## src/rtl/arb_defs_pkg.sv

```systemverilog
// rtl/arb_defs_pkg.sv - shared arbiter state encodings and default fairness constants
package arb_defs_pkg;

  typedef enum logic {
    ARB    = 1'b0,
    VBURST = 1'b1
  } arb_state_e;

  // Shared with the video fetcher so its prefetch depth matches the burst grant.
  localparam int unsigned DEF_MAX_WAIT  = 8;
  localparam int unsigned DEF_BURST_LEN = 4;

endpackage

```

## src/rtl/mem_port_arbiter.sv

```systemverilog
// rtl/mem_port_arbiter.sv - CPU/video arbiter for the single synchronous memory port
module mem_port_arbiter
  import arb_defs_pkg::*;
#(
  parameter int unsigned ADDR_W    = 16,
  parameter int unsigned DATA_W    = 16,
  parameter int unsigned MAX_WAIT  = DEF_MAX_WAIT,
  parameter int unsigned BURST_LEN = DEF_BURST_LEN
) (
  input  logic              clock,
  input  logic              reset,
  input  logic              cpu_req,
  input  logic              cpu_we,
  input  logic [ADDR_W-1:0] cpu_addr,
  input  logic [DATA_W-1:0] cpu_wdata,
  output logic              cpu_gnt,
  output logic              cpu_rvalid,
  input  logic              vid_req,
  input  logic [ADDR_W-1:0] vid_addr,
  output logic              vid_gnt,
  output logic              vid_rvalid,
  output logic [DATA_W-1:0] rdata,
  output logic [ADDR_W-1:0] mem_addr,
  output logic              mem_we,
  output logic [DATA_W-1:0] mem_wdata,
  input  logic [DATA_W-1:0] mem_rdata
);

  localparam int unsigned WAIT_W  = $clog2(MAX_WAIT + 1);
  localparam int unsigned BURST_W = (BURST_LEN > 1) ? $clog2(BURST_LEN) : 1;
  localparam logic [WAIT_W-1:0]  WAIT_MAX   = WAIT_W'(MAX_WAIT);
  localparam logic [WAIT_W-1:0]  WAIT_ONE   = WAIT_W'(1);
  localparam logic [BURST_W-1:0] BURST_LOAD = BURST_W'(BURST_LEN - 1);
  localparam logic [BURST_W-1:0] BURST_ONE  = BURST_W'(1);

  arb_state_e         state_q, state_d;
  logic [WAIT_W-1:0]  wait_cnt_q, wait_cnt_d;
  logic [BURST_W-1:0] burst_cnt_q, burst_cnt_d;
  logic               cpu_rvalid_q, vid_rvalid_q;
  logic               cpu_gnt_c, vid_gnt_c;

  always_comb begin
    state_d     = state_q;
    burst_cnt_d = burst_cnt_q;
    cpu_gnt_c   = 1'b0;
    vid_gnt_c   = 1'b0;
    case (state_q)
      ARB: begin
        if (vid_req && (wait_cnt_q == WAIT_MAX)) begin
          vid_gnt_c = 1'b1;
        end else if (cpu_req) begin
          cpu_gnt_c = 1'b1;
        end else if (vid_req) begin
          vid_gnt_c = 1'b1;
        end
        if (vid_gnt_c) begin
          burst_cnt_d = BURST_LOAD;
          if (BURST_LEN > 1) state_d = VBURST;
        end
      end
      VBURST: begin
        // The burst ends early if video stops asking; the CPU gets the next slot.
        if (vid_req) begin
          vid_gnt_c   = 1'b1;
          burst_cnt_d = (burst_cnt_q == '0) ? '0 : burst_cnt_q - BURST_ONE;
          if (burst_cnt_q <= BURST_ONE) state_d = ARB;
        end else begin
          burst_cnt_d = '0;
          state_d     = ARB;
        end
      end
    endcase
  end

  always_comb begin
    wait_cnt_d = wait_cnt_q;
    if (!vid_req || vid_gnt_c) begin
      wait_cnt_d = '0;
    end else if (wait_cnt_q != WAIT_MAX) begin
      wait_cnt_d = wait_cnt_q + WAIT_ONE;
    end
  end

  // Grants drop the instant reset falls, even mid-cycle.
  assign cpu_gnt    = cpu_gnt_c & reset;
  assign vid_gnt    = vid_gnt_c & reset;

  assign mem_addr   = vid_gnt ? vid_addr : cpu_addr;
  assign mem_we     = cpu_gnt & cpu_we;
  assign mem_wdata  = cpu_wdata;
  assign rdata      = mem_rdata;
  assign cpu_rvalid = cpu_rvalid_q;
  assign vid_rvalid = vid_rvalid_q;

  always_ff @(posedge clock or negedge reset) begin
    if (!reset) begin
      state_q      <= ARB;
      wait_cnt_q   <= '0;
      burst_cnt_q  <= '0;
      cpu_rvalid_q <= 1'b0;
      vid_rvalid_q <= 1'b0;
    end else begin
      state_q      <= state_d;
      wait_cnt_q   <= wait_cnt_d;
      burst_cnt_q  <= burst_cnt_d;
      cpu_rvalid_q <= cpu_gnt & ~cpu_we;
      vid_rvalid_q <= vid_gnt;
    end
  end

endmodule

```

## config.mk

```make
export PLATFORM = sky130hd
export DESIGN_NAME = mem_port_arbiter
export DESIGN_NICKNAME = d
export VERILOG_FILES = /design/src/rtl/arb_defs_pkg.sv /design/src/rtl/mem_port_arbiter.sv
export SDC_FILE = /design/constraint.sdc
export NUM_CORES = 1
export LEC_CHECK = 0
export BUFFER_PORTS_ARGS = -buffer_cell sky130_fd_sc_hd__buf_2
export CAP_MARGIN = 5
export CORE_MARGIN = 5
export CORE_UTILIZATION = 31
export CTS_CLUSTER_SIZE = 10
export DETAILED_ROUTE_END_ITERATION = 6
export GPL_ROUTABILITY_DRIVEN = 0
export PLACE_DENSITY = 0.91
export SYNTH_ARGS = -nofsm -noshare
export SYNTH_HDL_FRONTEND = slang
export SYNTH_SLANG_ARGS = --single-unit
```

## constraint.sdc

```tcl
create_clock -name clock -period 1.88 [get_ports clock]
set_input_delay 0.282 -clock clock [delete_from_list [all_inputs] [get_ports clock]]
set_output_delay 0.282 -clock clock [all_outputs]
set_load 0.01 [all_outputs]
```

==> impl_metrics.tcl, run 1 <==
set metrics [dict create \
    synth_cells 87 \
    clkPwrFrac_pct 23.5 \
    rsz0062_at_grt "true" \
    endpoint_kind "output pin" \
    drcViolationCount 0 \
    crit_top_cell "buf_6" \
    p_sw_mw 0.175 \
    netSwitchingFraction_pct 28.0 \
    rows 19 \
    grt-ovfl-total 0 \
    final_cell_area_um2 1220 \
    fin_crit_sh_pct 111 \
    fp.coreArea_um2 2780 \
    synth-xor-area-share_pct 1.94 \
    max_stage_delay_ps 390 \
    critPathTopFamily "flip-flops" \
    fin_tns_setup_ps -3210 \
    synthSimpleGateAreaFrac_pct 9.44 \
    cp_data_arrival_time_ps 1800 \
    yosysTopAreaCell "buf_4" \
    yosys-top-cells-area "buf_4, dfrtp_1, mux2_4" \
    synth_cell_types 23 \
    tritoncts "built" \
    synth_area_um2 901 \
    io_pins 122 \
    cellLeakagePower_nw 0.654 \
    crit_fanout 7 \
    wl_per_cell_um 17.2 \
    grtUsageTotal_pct 12.4 \
    crit_path_cell_trace "inv_1, ha_2, nand3b_4, a21oi_4, buf_6, mux2_4, buf_6" \
    hp-class "primary input to flip-flop" \
    worstMarginPinSlew_ps 246 \
    ys.warnings.count 0 \
    clock_sinks 9 \
    setup_ws_ps -202 \
    drtIter0Drc 13 \
    wl_um 2680 \
    power.internal_mw 0.449 \
    worstSkewPairLatency_ps 260 \
    synth-compound-area-share_pct 6.11 \
    drive_gt1_share_pct 72.0 \
    r2r_slack_ps 490 \
    dr.pass1.iters 2 \
    antenna_found_initial 0 \
    final_hold_viol_count 0 \
    syn_to_final_growth_pct 35.3 \
    synth_fa_ha_area_share_pct 2.78 \
    status "finished with violations" \
    root_buffer "clkbuf_4" \
    placed_cell_area_um2 995 \
    fin_crit_ps 2080 \
    die-area_um2 4080 \
    maxCapViolCount 0 \
    ys_seq_area_share_pct 25.0 \
    setup_viol 17 \
    cts_buffer_depth 2 \
    power_density_nw_per_um2 512 \
    path_clk_slew_ps 60 \
    die_y_um 63.9 \
    nets 197 \
    max_slew_margin_pct 83.6 \
    p_seq_share_pct 36.2 \
    fillers 282 \
    avgViaCountPerCell 4.60 \
    ys_seq_elements 9 \
    synth_top_area_share_pct 26.7 \
    report.final.slew_viol_count 0 \
    num_vias 718 \
    crit_type "flip-flop to output pin" \
    synth_top_family_by_area "buffers and inverters" \
    grt_pass1_vias 768 \
    max_freq_mhz 480 \
    critPathLaunchType "flip-flop" \
    fp.dieW_um 63.9 \
    fin_skew_ps 9.79 \
    comb_power_share_pct 40.4 \
    route.antenna.remaining_nets 0 \
    critPathBufInv 3 \
    cts_buffers 3 \
    synth.avg_cell_area_um2 10.4 \
    grt_max_degree 12 \
    antenna_cells 0 \
    violations "setup timing" \
    io_buffers 57 \
    syn-num-nets 158 \
    cts.htree.levels 1 \
    critPathSlowestCell "dfrtp_1" \
    vdd_ir_drop_max_uv 280 \
    initial_core_util_pct 32.4 \
    cp.required_ps 1600 \
    synthMuxAreaShare_pct 23.8 \
    grt_pass1_wl_um 3980 \
]
[flip-flops by register name, indices dropped and copies added, names as in the netlist]
signal / flops
burst_cnt_q: 2
wait_cnt_q: 4
vid_rvalid: 1
state_q: 1
cpu_rvalid: 1
[cells in the mapped netlist]
cell	instances
nor2_1	4
o211a_1	1
buf_4	32
a211o_1	1
a21boi_0	1
mux2_4	9
xor2_1	1
and2_1	1
o211ai_1	1
nor2b_2	1
nand3_1	3
dfrtp_1	9
ha_1	2
xnor2_1	1
mux2_2	7
o21ai_0	1
buf_12	1
nor2b_1	1
a21oi_4	1
nand2b_1	1
nand3b_4	1
nand2_1	2
inv_1	5
[metrics by stage]
step | cells | hold WS, ps | setup WS [ps] | utilization, % | total power [mW]
final | 156 | 182 | -202 | 43.8 | 0.624
after global routing | 156 | 179 | -284 | 43.8 | 0.663
after CTS | 153 | 169 | -207 | 42.6 | 0.625
after detailed placement | 146 | 217 | 30.3 | 35.8 | 0.421
after global placement | 146 | 211 | 67.1 | 35.8 | 0.419
after floorplan | 87 | -13.6 | 113 | - | 0.403
[worst reg2reg max path: stages, from the launching register on]
cell and delay, ps:
dfrtp_1 390, inv_1 70, ha_2 190, nand3b_4 90, buf_4 160, a211o_1 310
o211ai_1 90
[kinds of logic (layout without fill, tap and decap cells)]
group | count (synthesis) | after routing
buffers and inverters | 38 | 76
muxes | 16 | 16
and+or+nand+nor | 14 | 14
DFF | 9 | 9
AOI/OAI and AO/OA | 6 | 6
adders and majority gates | 2 | 2
xor gates and xnor gates | 2 | 2
[routing by layer]
layer	vias to the layer above	routed length (um)	track usage, %
met4	0	91	7.01
met1	325	839	10.8
met2	52	1420	23.0
met3	12	329	5.78
li1	329	-	-
met5	-	0	0
[cell type report]
class / instances / area (um^2) / area share [%]
timing repair buffer: 67 / 477 / 39.1
sequential: 9 / 225 / 18.5
multi-input combinational: 40 / 433 / 35.5
tap: 31 / 38.8 / 3.18
clock buffer: 4 / 26.3 / 2.16
inverter: 5 / 18.8 / 1.54
[final timing paths]
path | cells past startpoint | startpoint | endpoint
setup / recovery | 7 | wait_cnt_q[1] | mem_addr[4]
hold / removal | 2 | cpu_we | cpu_rvalid
setup reg to reg | 6 | wait_cnt_q[1] | burst_cnt_q[0]
hold reg to reg | 1 | burst_cnt_q[0] | burst_cnt_q[0]
max in group asynchronous | 3 | reset | wait_cnt_q[2]
min in group asynchronous | 3 | reset | wait_cnt_q[3]
[power by group through the flow]
stage	registers (mW)	logic, mW	clock network [mW]
3_5_place_dp	0.229	0.193	0
4_1_cts	0.225	0.246	0.154
3_3_place_gp	0.227	0.191	0
2_1_floorplan	0.228	0.175	0
5_1_grt	0.228	0.272	0.164
6_report	0.226	0.252	0.147
[placed cells by master, fill, tap and decap left out]
cell	count
buf_6	17
nand2_1	2
a21boi_0	1
clkbuf_1	1
inv_1	5
dlygate4sd3_1	1
ha_2	1
a21oi_4	1
nor2b_2	1
buf_2	40
ha_1	1
buf_4	8
xnor2_1	1
nand3b_4	1
o21ai_0	1
xor2_1	1
o211a_4	1
dfrtp_1	9
nand3_1	3
mux2_4	16
buf_8	1
a211o_1	1
nor2_1	4
o211ai_1	1
nand2b_1	1
nor2b_1	1
and2_1	1
clkbuf_4	3
[repair_timing]
action,CTS,global route
setup buffers,2,3
endpoints found under the setup margin,16,17
pin swaps,2,0
resized for setup,28,2
hold buffers,1,0
hold endpoints to repair,9,0
(Power assumes the default switching activity.)
==> inputs of run 2 (changes only) <==
--- a/config.mk
+++ b/config.mk
@@ -10,5 +10,5 @@
 export CORE_MARGIN = 5
 export CORE_UTILIZATION = 31
-export CTS_CLUSTER_SIZE = 10
+export CTS_CLUSTER_SIZE = 28
 export DETAILED_ROUTE_END_ITERATION = 6
 export GPL_ROUTABILITY_DRIVEN = 0
==> constraint.sdc (replaced) <==
create_clock -name clock -period 1.88 [get_ports clock]
set_input_delay 0.282 -clock clock [delete_from_list [all_inputs] [get_ports clock]]
set_output_delay 0.282 -clock clock [all_outputs]
set_load 0.1 [all_outputs]
==> impl_metrics.tcl, run 2 (synthesis results as in run 1) <==
set metrics [dict create \
    worstMarginPinSlew_ps 492 \
    clock_sinks 9 \
    critPathLaunchType "flip-flop" \
    initial_core_util_pct 32.4 \
    placed_cell_area_um2 1210 \
    crit_fanout 9 \
    die-area_um2 4080 \
    top_layer_used "met4" \
    endpoint_kind "output pin" \
    rows 19 \
    hold_start "cpu_we" \
    fin_crit_ps 2170 \
    r2r_cells 9 \
    r2r-start "wait_cnt_q[1]" \
    final_hold_viol_count 0 \
    largest_register "wait_cnt_q" \
    cts_buffer_depth 2 \
    power_density_nw_per_um2 631 \
    final_cell_area_um2 1540 \
    wl_per_cell_um 18.1 \
    drtIter0Drc 10 \
    largest_reg_flops 4 \
    num_vias 769 \
    cp_data_arrival_time_ps 1890 \
    hold_depth 2 \
    cellLeakagePower_nw 0.791 \
    status "finished with violations" \
    worstSkewPairLatency_ps 260 \
    path_clk_slew_ps 70 \
    reg2reg_to "burst_cnt_q[1]" \
    grtUsageTotal_pct 14.4 \
    fp.dieW_um 63.9 \
    power.total_mw 0.970 \
    cts_buffers 3 \
    fillers 240 \
    io_pins 122 \
    reg_top3 "wait_cnt_q: 4 flops, burst_cnt_q: 2 flops" \
    crit_type "flip-flop to output pin" \
    grt-ovfl-total 0 \
    setup_viol 19 \
    cp.required_ps 1600 \
    r2r_slack_ps 220 \
    hp-class "primary input to flip-flop" \
    syn_to_final_growth_pct 70.6 \
    fin_cells 167 \
    wl_met2_um 1710 \
    fin_crit_sh_pct 116 \
    fin_tns_setup_ps -4990 \
    fp.coreArea_um2 2780 \
    fin_skew_ps 6.57 \
    setup_ws_ps -293 \
    wl_met3_um 314 \
    tritoncts "built" \
    grt_max_degree 11 \
    drcViolationCount 0 \
    maxCapViolCount 0 \
    final_common_cell "buf_2" \
    final_cell_mix "buf_2, buf_12, mux2_4" \
    drive_gt1_share_pct 77.2 \
    root_buffer "clkbuf_4" \
    avgViaCountPerCell 4.60 \
    crit_path_cell_trace "inv_2, ha_4, nand3b_4, a21oi_4, buf_12, clkbuf_16, mux2_4, buf_12" \
    max_freq_mhz 460 \
    die_y_um 63.9 \
    max_stage_delay_ps 400 \
    nets 208 \
    max_slew_margin_pct 67.4 \
    report.final.slew_viol_count 0 \
    wl_um 3020 \
    grt_pass1_wl_um 4600 \
    critPathSlowestCell "dfrtp_1" \
    antenna_found_initial 0 \
    hpwl_um 2270 \
    cts.htree.levels 1 \
    grt_pass1_vias 886 \
    wl_met1_um 938 \
    utilization_pct 55.2 \
    placed_cells 149 \
    violations "setup timing" \
    rsz0062_at_grt "true" \
    crit_top_cell "buf_12" \
    route.antenna.remaining_nets 0 \
    whs_endpoint "cpu_rvalid" \
    io_buffers 57 \
    dr.pass1.iters 3 \
    vdd_ir_drop_max_uv 466 \
    antenna_cells 0 \
]
-- run 2: changes by cell type in the layout (fill, tap and decap cells not counted), sizes merged --
cell,delta
clkinv,+1
buf,+10
-- run 2: critical path, delay by kind of cell, from the launching register on --
family	cells	cell delay, ps
flops	1	400
simple gates	1	90
buf+inv	4	530
mux	1	310
fa+ha+maj	1	130
compound gates	1	150
-- run 2: what timing repair did --
| item | in CTS | in global routing |
|---|---|---|
| pin swaps | 2 | 2 |
| setup endpoints to repair | 19 | 19 |
| endpoints found under the hold margin | 9 | 0 |
| hold buffers | 1 | 0 |
| cloned | 0 | 1 |
| gates resized for setup | 43 | 3 |
| setup buffers | 11 | 3 |
-- run 2: final cells by class --
cell class | instances | area (um^2) | share of cell area [%]
inverter | 5 | 18.8 | 1.22
tap | 31 | 38.8 | 2.52
timing repair buffer | 78 | 781 | 50.8
sequential | 9 | 225 | 14.7
clock inverter | 1 | 5.00 | 0.326
clock buffer | 3 | 22.5 | 1.47
multi-input combinational | 40 | 445 | 29.0
-- run 2: worst max path at each step --
stage | startpoint | endpoint | slack (ps) | depth (start not counted)
2_1_floorplan | wait_cnt_q[0] | mem_addr[0] | -100 | 6
3_3_place_gp | wait_cnt_q[0] | mem_addr[14] | -80 | 7
3_5_place_dp | wait_cnt_q[1] | mem_addr[2] | -140 | 7
4_1_cts | wait_cnt_q[1] | mem_addr[2] | -330 | 8
5_1_grt | wait_cnt_q[1] | mem_addr[7] | -370 | 8
6_report | wait_cnt_q[1] | mem_addr[7] | -290 | 8
-- run 2: where the power goes --
part / internal (mW) / leakage (nW) / switching [mW] / total [mW]
combinational: 0.244 / 0.655 / 0.345 / 0.589
clock: 0.0786 / 0.0177 / 0.0748 / 0.153
sequential: 0.213 / 0.118 / 0.0148 / 0.227
total: 0.535 / 0.791 / 0.435 / 0.970
-- run 2: metal layers --
metal / global-route usage (%) / up-vias
li1: - / 356
met1: 13.5 / 356
met2: 26.9 / 47
met3: 4.73 / 10
met4: 8.31 / 0
met5: 0 / -
-- run 2: per-stage QoR --
step                hold WS [ps]  worst slack, ps
finish                       192             -293
CTS                          162             -326
global route                 187             -371
floorplan                  -13.6             -104
detailed placement           220             -140
global placement             213            -82.9
